**src/rtl/alu_seq.sv**
```systemverilog
// alu_seq: sequential ALU with valid/ready handshakes on request and response.
// Single-cycle ops (add/sub, logic, upper-immediate, compares, shifts) answer one
// edge after accept; unsigned multiply (af=8) and divide (af=9) iterate one bit
// per edge and answer WIDTH+1 edges after accept.
//
// Ports:
//   clk, rst_n           clock, asynchronous active-low reset
//   srcA, srcB           operands (WIDTH bits), captured on accept
//   af, i                operation select; i picks NOR (1) or upper-immediate (0) for af=7
//   in_valid, in_ready   request handshake
//   out_valid, out_ready response handshake
//   Alures, hi           primary result, upper product / remainder
//   zero, neg, ovfalu, divz  result flags
module alu_seq #(
  parameter int WIDTH = 32
) (
  input  logic             clk,
  input  logic             rst_n,
  input  logic [WIDTH-1:0] srcA,
  input  logic [WIDTH-1:0] srcB,
  input  logic [3:0]       af,
  input  logic             i,
  input  logic             in_valid,
  output logic             in_ready,
  output logic             out_valid,
  input  logic             out_ready,
  output logic [WIDTH-1:0] Alures,
  output logic [WIDTH-1:0] hi,
  output logic             zero,
  output logic             neg,
  output logic             ovfalu,
  output logic             divz
);

  localparam int SHW = $clog2(WIDTH);
  localparam int CW  = $clog2(WIDTH) + 1;
  localparam logic [CW-1:0] LAST = CW'(WIDTH - 1);

  typedef enum logic [1:0] {IDLE, BUSY, DONE} state_t;

  state_t           state_q;
  logic             rstDone_q;
  logic [WIDTH-1:0] res_q, hi_q;
  logic             zero_q, neg_q, ovf_q, divz_q;
  logic [WIDTH-1:0] accHi_q, accLo_q, opB_q;
  logic             isDiv_q, divByZero_q;
  logic [CW-1:0]    cnt_q;

  logic             accept;
  logic [WIDTH-1:0] sum, diff, res_d;
  logic             ovf_d;
  logic [SHW-1:0]   shamt;

  logic [WIDTH:0]   mulSum;
  logic [WIDTH-1:0] mulHi_d, mulLo_d;
  logic [WIDTH:0]   remSh;
  logic             remGeq;
  logic [WIDTH-1:0] divRem_d, divQ_d;
  logic [WIDTH-1:0] nextHi_d, nextLo_d;

  // in_ready stays low until the first edge after reset release
  assign in_ready  = rstDone_q & ((state_q == IDLE) | ((state_q == DONE) & out_ready));
  assign accept    = in_valid & in_ready;
  assign out_valid = (state_q == DONE);
  assign Alures    = res_q;
  assign hi        = hi_q;
  assign zero      = zero_q;
  assign neg       = neg_q;
  assign ovfalu    = ovf_q;
  assign divz      = divz_q;

  // Single-cycle result straight from the live inputs, registered on accept
  always_comb begin
    sum   = srcA + srcB;
    diff  = srcA - srcB;
    shamt = srcB[SHW-1:0];
    res_d = '0;
    ovf_d = 1'b0;
    case (af)
      4'd0: begin
        res_d = sum;
        ovf_d = (srcA[WIDTH-1] == srcB[WIDTH-1]) && (sum[WIDTH-1] != srcA[WIDTH-1]);
      end
      4'd1: res_d = sum;
      4'd2: begin
        res_d = diff;
        ovf_d = (srcA[WIDTH-1] != srcB[WIDTH-1]) && (diff[WIDTH-1] != srcA[WIDTH-1]);
      end
      4'd3:  res_d = diff;
      4'd4:  res_d = srcA & srcB;
      4'd5:  res_d = srcA | srcB;
      4'd6:  res_d = srcA ^ srcB;
      4'd7:  res_d = i ? ~(srcA | srcB) : {srcB[WIDTH/2-1:0], {(WIDTH/2){1'b0}}};
      4'd10: res_d = {{(WIDTH-1){1'b0}}, (srcA < srcB)};
      4'd11: res_d = {{(WIDTH-1){1'b0}}, ($signed(srcA) < $signed(srcB))};
      4'd12: res_d = srcA << shamt;
      4'd13: res_d = srcA >> shamt;
      4'd14: res_d = WIDTH'($signed(srcA) >>> shamt);
      default: res_d = '0;
    endcase
  end

  // One iteration step. Multiply: accHi/accLo form the product register, low
  // half initially holds the multiplier, opB holds the multiplicand. Divide:
  // accHi is the partial remainder, accLo shifts the dividend out and the
  // quotient in, opB holds the divisor. A zero divisor naturally yields an
  // all-ones quotient and a remainder equal to the dividend.
  always_comb begin
    mulSum   = {1'b0, accHi_q} + (accLo_q[0] ? {1'b0, opB_q} : {(WIDTH+1){1'b0}});
    mulHi_d  = mulSum[WIDTH:1];
    mulLo_d  = {mulSum[0], accLo_q[WIDTH-1:1]};
    remSh    = {accHi_q, accLo_q[WIDTH-1]};
    remGeq   = (remSh >= {1'b0, opB_q});
    divRem_d = remGeq ? WIDTH'(remSh - {1'b0, opB_q}) : remSh[WIDTH-1:0];
    divQ_d   = {accLo_q[WIDTH-2:0], remGeq};
    nextHi_d = isDiv_q ? divRem_d : mulHi_d;
    nextLo_d = isDiv_q ? divQ_d   : mulLo_d;
  end

  // Control FSM with registered results and flags
  always_ff @(posedge clk or negedge rst_n) begin
    if (!rst_n) begin
      state_q     <= IDLE;
      rstDone_q   <= 1'b0;
      res_q       <= '0;
      hi_q        <= '0;
      zero_q      <= 1'b0;
      neg_q       <= 1'b0;
      ovf_q       <= 1'b0;
      divz_q      <= 1'b0;
      accHi_q     <= '0;
      accLo_q     <= '0;
      opB_q       <= '0;
      isDiv_q     <= 1'b0;
      divByZero_q <= 1'b0;
      cnt_q       <= '0;
    end else begin
      rstDone_q <= 1'b1;
      case (state_q)
        IDLE, DONE: begin
          if (accept) begin
            if (af == 4'd8 || af == 4'd9) begin
              state_q     <= BUSY;
              cnt_q       <= '0;
              isDiv_q     <= af[0];
              accHi_q     <= '0;
              accLo_q     <= af[0] ? srcA : srcB;
              opB_q       <= af[0] ? srcB : srcA;
              divByZero_q <= af[0] && (srcB == '0);
            end else begin
              state_q <= DONE;
              res_q   <= res_d;
              hi_q    <= '0;
              zero_q  <= (af != 4'd15) && (res_d == '0);
              neg_q   <= (af != 4'd15) && res_d[WIDTH-1];
              ovf_q   <= ovf_d;
              divz_q  <= 1'b0;
            end
          end else if (state_q == DONE && out_ready) begin
            state_q <= IDLE;
          end
        end
        BUSY: begin
          accHi_q <= nextHi_d;
          accLo_q <= nextLo_d;
          cnt_q   <= cnt_q + 1'b1;
          if (cnt_q == LAST) begin
            state_q <= DONE;
            res_q   <= nextLo_d;
            hi_q    <= nextHi_d;
            zero_q  <= (nextLo_d == '0);
            neg_q   <= nextLo_d[WIDTH-1];
            ovf_q   <= !isDiv_q && (nextHi_d != '0);
            divz_q  <= divByZero_q;
          end
        end
        default: state_q <= IDLE;
      endcase
    end
  end

endmodule

```
**config.mk**
```make
export PLATFORM = sky130hd
export DESIGN_NAME = alu_seq
export DESIGN_NICKNAME = d
export VERILOG_FILES = /design/src/rtl/alu_seq.sv
export SDC_FILE = /design/constraint.sdc
export NUM_CORES = 1
export LEC_CHECK = 0
export ABC_AREA = 1
export CAP_MARGIN = 20
export CELL_PAD_IN_SITES_DETAIL_PLACEMENT = 0
export CELL_PAD_IN_SITES_GLOBAL_PLACEMENT = 2
export CORE_MARGIN = 3
export CORE_UTILIZATION = 35
export DETAILED_ROUTE_END_ITERATION = 8
export PLACE_DENSITY = 0.95
export SYNTH_ARGS = -nofsm -noshare
export SYNTH_HDL_FRONTEND = slang
export SYNTH_SLANG_ARGS = --single-unit
```
**constraint.sdc**
```tcl
create_clock -name clk -period 6 [get_ports clk]
set_input_delay 1.5 -clock clk [delete_from_list [all_inputs] [get_ports clk]]
set_output_delay 1.5 -clock clk [all_outputs]
set_load 0.01 [all_outputs]
```
==> results of run 1 <==
==> how the worst max path moves through the flow <==
| stage | slack (ns) | from | cells past startpoint | to |
|---|---|---|---|---|
| 6_report | 0.68 | srcA[0] | 19 | zero$_DFFE_PN0P_ |
| 5_1_grt | 0.62 | srcA[0] | 19 | zero$_DFFE_PN0P_ |
| 3_5_place_dp | 0.47 | srcA[0] | 19 | zero$_DFFE_PN0P_ |
| 4_1_cts | 0.95 | srcA[0] | 19 | zero$_DFFE_PN0P_ |
| 3_3_place_gp | 0.49 | srcA[0] | 21 | zero$_DFFE_PN0P_ |
| 2_1_floorplan | 1.96 | srcB[3] | 25 | zero$_DFFE_PN0P_ |
==> per-layer routing <==
metal	wire, um	track usage (%)	up-vias
met5	136	0	-
met4	11200	25.7	20
met3	11100	6.44	419
met2	57100	57.1	1572
met1	49500	42.9	13500
li1	-	-	13800
==> cell type report <==
type	count	area [um2]	area share [%]
multi-input combinational	3321	16600	61.9
sequential	175	4380	16.3
timing repair buffer	243	2190	8.16
inverter	509	1910	7.13
tap	864	1080	4.03
clock buffer	17	425	1.59
clock inverter	15	221	0.825
antenna	2	5.00	0.0187
==> synthesized netlist by cell type, drive strengths merged <==
cell	number	area [um2]
a211oi	7	52.6
a21boi	13	97.6
a21o	4	30.0
a21oi	195	983
a221oi	5	43.8
a22o	1	8.76
a22oi	2	15.0
a2bb2oi	1	8.76
a31oi	6	37.5
and2	20	125
and3	2	12.5
buf	88	475
clkbuf	89	337
clkinv	3	11.3
conb	1	3.75
dfrtp	175	4380
fa	4	80.1
ha	169	2110
inv	506	1900
mux2i	2	20.0
nand2	1398	5270
nand3	447	2240
nand3b	11	82.6
nand4	82	513
nor2	399	1510
nor3	41	210
nor4	13	81.3
o2111ai	3	26.3
o211ai	78	586
o21a	20	150
o21ai	285	1430
o21bai	17	128
o221ai	26	228
o22a	3	26.3
o22ai	14	87.6
o311ai	1	8.76
o31ai	3	22.5
o32ai	1	8.76
or2	26	163
xnor2	17	149
xor2	4	35.0
==> cell families after synthesis <==
kind of cell,Yosys count,share of synthesized area (%)
simple gates,2439,43.1
compound gates,685,16.8
mux,2,0.0845
flops,175,18.5
buf+inv,686,11.5
fa+ha+maj,173,9.27
xor+xnor,21,0.776
other cells,1,0.0158
==> through the flow <==
step / total power, mW / setup WS [ns] / std cells / hold WS, ns
final: 10.3 / 0.677 / 5146 / 0.484
after global routing: 11.2 / 0.617 / 5145 / 0.509
after CTS: 10.3 / 0.951 / 5144 / 0.490
after detailed placement: 9.00 / 0.465 / 5112 / 0.472
after global placement: 9.00 / 0.494 / 5112 / 0.453
after floorplan: 6.52 / 1.96 / 4182 / 0.441
==> power by group <==
| group | leakage (nW) | internal [mW] | switching (mW) |
|---|---|---|---|
| Combinational | 11.4 | 2.30 | 4.65 |
| Clock | 0.307 | 0.583 | 0.649 |
| Sequential | 2.21 | 1.66 | 0.479 |
| Total | 13.9 | 4.55 | 5.78 |
==> tightest hold or removal path, cell delays in order, from the launching register on <==
cell and delay (ns):
dfrtp_1 0.35, nand2_1 0.05, o21ai_0 0.06
==> state kept, by name, indices dropped and copies added (netlist names) <==
register,count
opB_q,32
accHi_q,32
divByZero_q,1
zero,1
accLo_q,32
state_q,2
isDiv_q,1
rstDone_q,1
divz,1
ovfalu,1
cnt_q,6
neg,1
hi,32
Alures,32
==> impl_results.md, run 1 <==
- Status: finished clean
- Initial Util: 35.6%
- RSZ-0062 raised after global routing: no
- Post-Syn Area per Cell: 5.66 um2
- Post-CTS Resized: 0
- Clock sink count: 175
- Die area: 0.0708 mm2
- # setup viols final: 0
- Share of layout cells above drive strength 1: 4.56%
- CTS tree: built
- Final setup TNS: 0 ns
- Die Ht: between 200 and 300 um
- Synth Register Bits: 175
- Rows: 94
- Total GRT Usage: a little over a third
- Via count: 29300
- Mapped cell area: 0.0237 mm2
- Internal reg-to-reg setup slack: about 1.7 ns
- Number of vias per cell: 5.70
- Critical path arrival: about 5.7 ns
- Distinct cells, synth: 54
- Reg-to-reg endpoint: ovfalu$_DFFE_PN0P_
- Leakage: 13.9 nW
- Fin crit period: 5.32 ns
- Placed cell area: about 0.026 mm2
- DRT Wirelength: 129 mm
- Hold Path Class: reg2reg
- Worst Path Buf+Inv: 2
- Clk buf depth: 2
- Pwr Density: approximately 380 mW/mm2
- Least-Margin Pin Slew: 1.20 ns
- Final Wtd Congestion: 1.11
- Final Hold Viols: 0
- H-tree levels: 4
- CTS root buf: clkbuf_16
- CP max stage cell: o21ai_0
- Skew-Pair Late Insertion Delay: between 0.4 and 0.5 ns
- Worst clock skew: 0.0178 ns
- Commonest non-fill, non-tap cells in the layout: nand2_1 (1392), inv_1 (497), nand3_1 (446)
- Critical path data required time: 6.41 ns
- Finished Cell Area: around 0.027 mm2
- Max cap viols: 0
- Initial antenna violation count: 15
- Sequential element share of the synthesized area: 18.5%
- Critical path's largest stage delay: roughly 0.63 ns
- First-pass GRT wire length: 186 mm
- Post-Synthesis Cells: ~4200
- Cts bufs inserted: 17
- Headroom to the max-slew limit: 18.9%
- Largest net degree at the start of global routing: 103
- Post-synthesis net count: 4428
- Slew Viols, Final: 0
- CTS clk-pin slew, worst paths: approximately 0.09 ns
- Vias in the first global route: 27900
- Worst reg2reg path depth: 24
- Commonest non-fill, non-tap cell in the layout: nand2_1
- HP Start: hi[0]$_DFFE_PN0P_
- Finished Core Util: 40.4%
- PortBufs: 142
- Core Box Area: 0.0665 mm2
- First DRT Iteration DRCs: 3659
- Cell family with most CP delay: simple AND/OR/NAND/NOR gates
- Reg2reg start: accLo_q[0]$_DFFE_PN0P_
- Nets: 4513
- Top Ports: 143
- Crit Path Max Fanout: 5
- Crit path capture type: register
- Max VDD drop: about 0.26 mV
- Drt wl/cell: roughly 25 um
- DRC viols: 0
- Crit-path most repeated cell: nand2_1
- # fillers: around 7500
- Post-DRT Antenna Nets: 0
- Tcrit/Tclk final: 88.7%
- Critical-path cell list: clkdlybuf4s50_1 > ha_1 > fa_1 > nand3_1 > nand2_1 > inv_1 > o21ai_0 > nand2_1 > nand2_1 > a21oi_1 > nor2_1 > nand2_1 > nor2_1 > nand2_1 > nor2_1 > nand2_1 > nor2_1 > nand2_1 > a21oi_1
- Fmax: between 150 and 200 MHz
- Dpl hpwl: 106 mm
- Total gr overflow: 0
- Synth warn: 0
- Die W: 266 um
- Worst hold path cell count: 2
- Setup CP Type: in2reg
- TritonRoute pass-1 iters: 9
- Hold buffer count at cts: 0
- Area delta synth->final: 13.3%
- Critical Path Start Type: input port
- Worst Hold Path EP: hi[0]$_DFFE_PN0P_
- Post-CTS Setup Bufs: 0
No activity file was read; power rests on OpenSTA's default activity.
==> inputs of run 2 (changes only) <==
--- a/config.mk
+++ b/config.mk
@@ -11,6 +11,7 @@
 export CELL_PAD_IN_SITES_GLOBAL_PLACEMENT = 2
 export CORE_MARGIN = 3
 export CORE_UTILIZATION = 35
+export CTS_CLUSTER_SIZE = 14
 export DETAILED_ROUTE_END_ITERATION = 8
 export PLACE_DENSITY = 0.95
 export SYNTH_ARGS = -nofsm -noshare
==> results of run 2 <==
No change in the layout: final DEF, timing and power equal those of run 1.
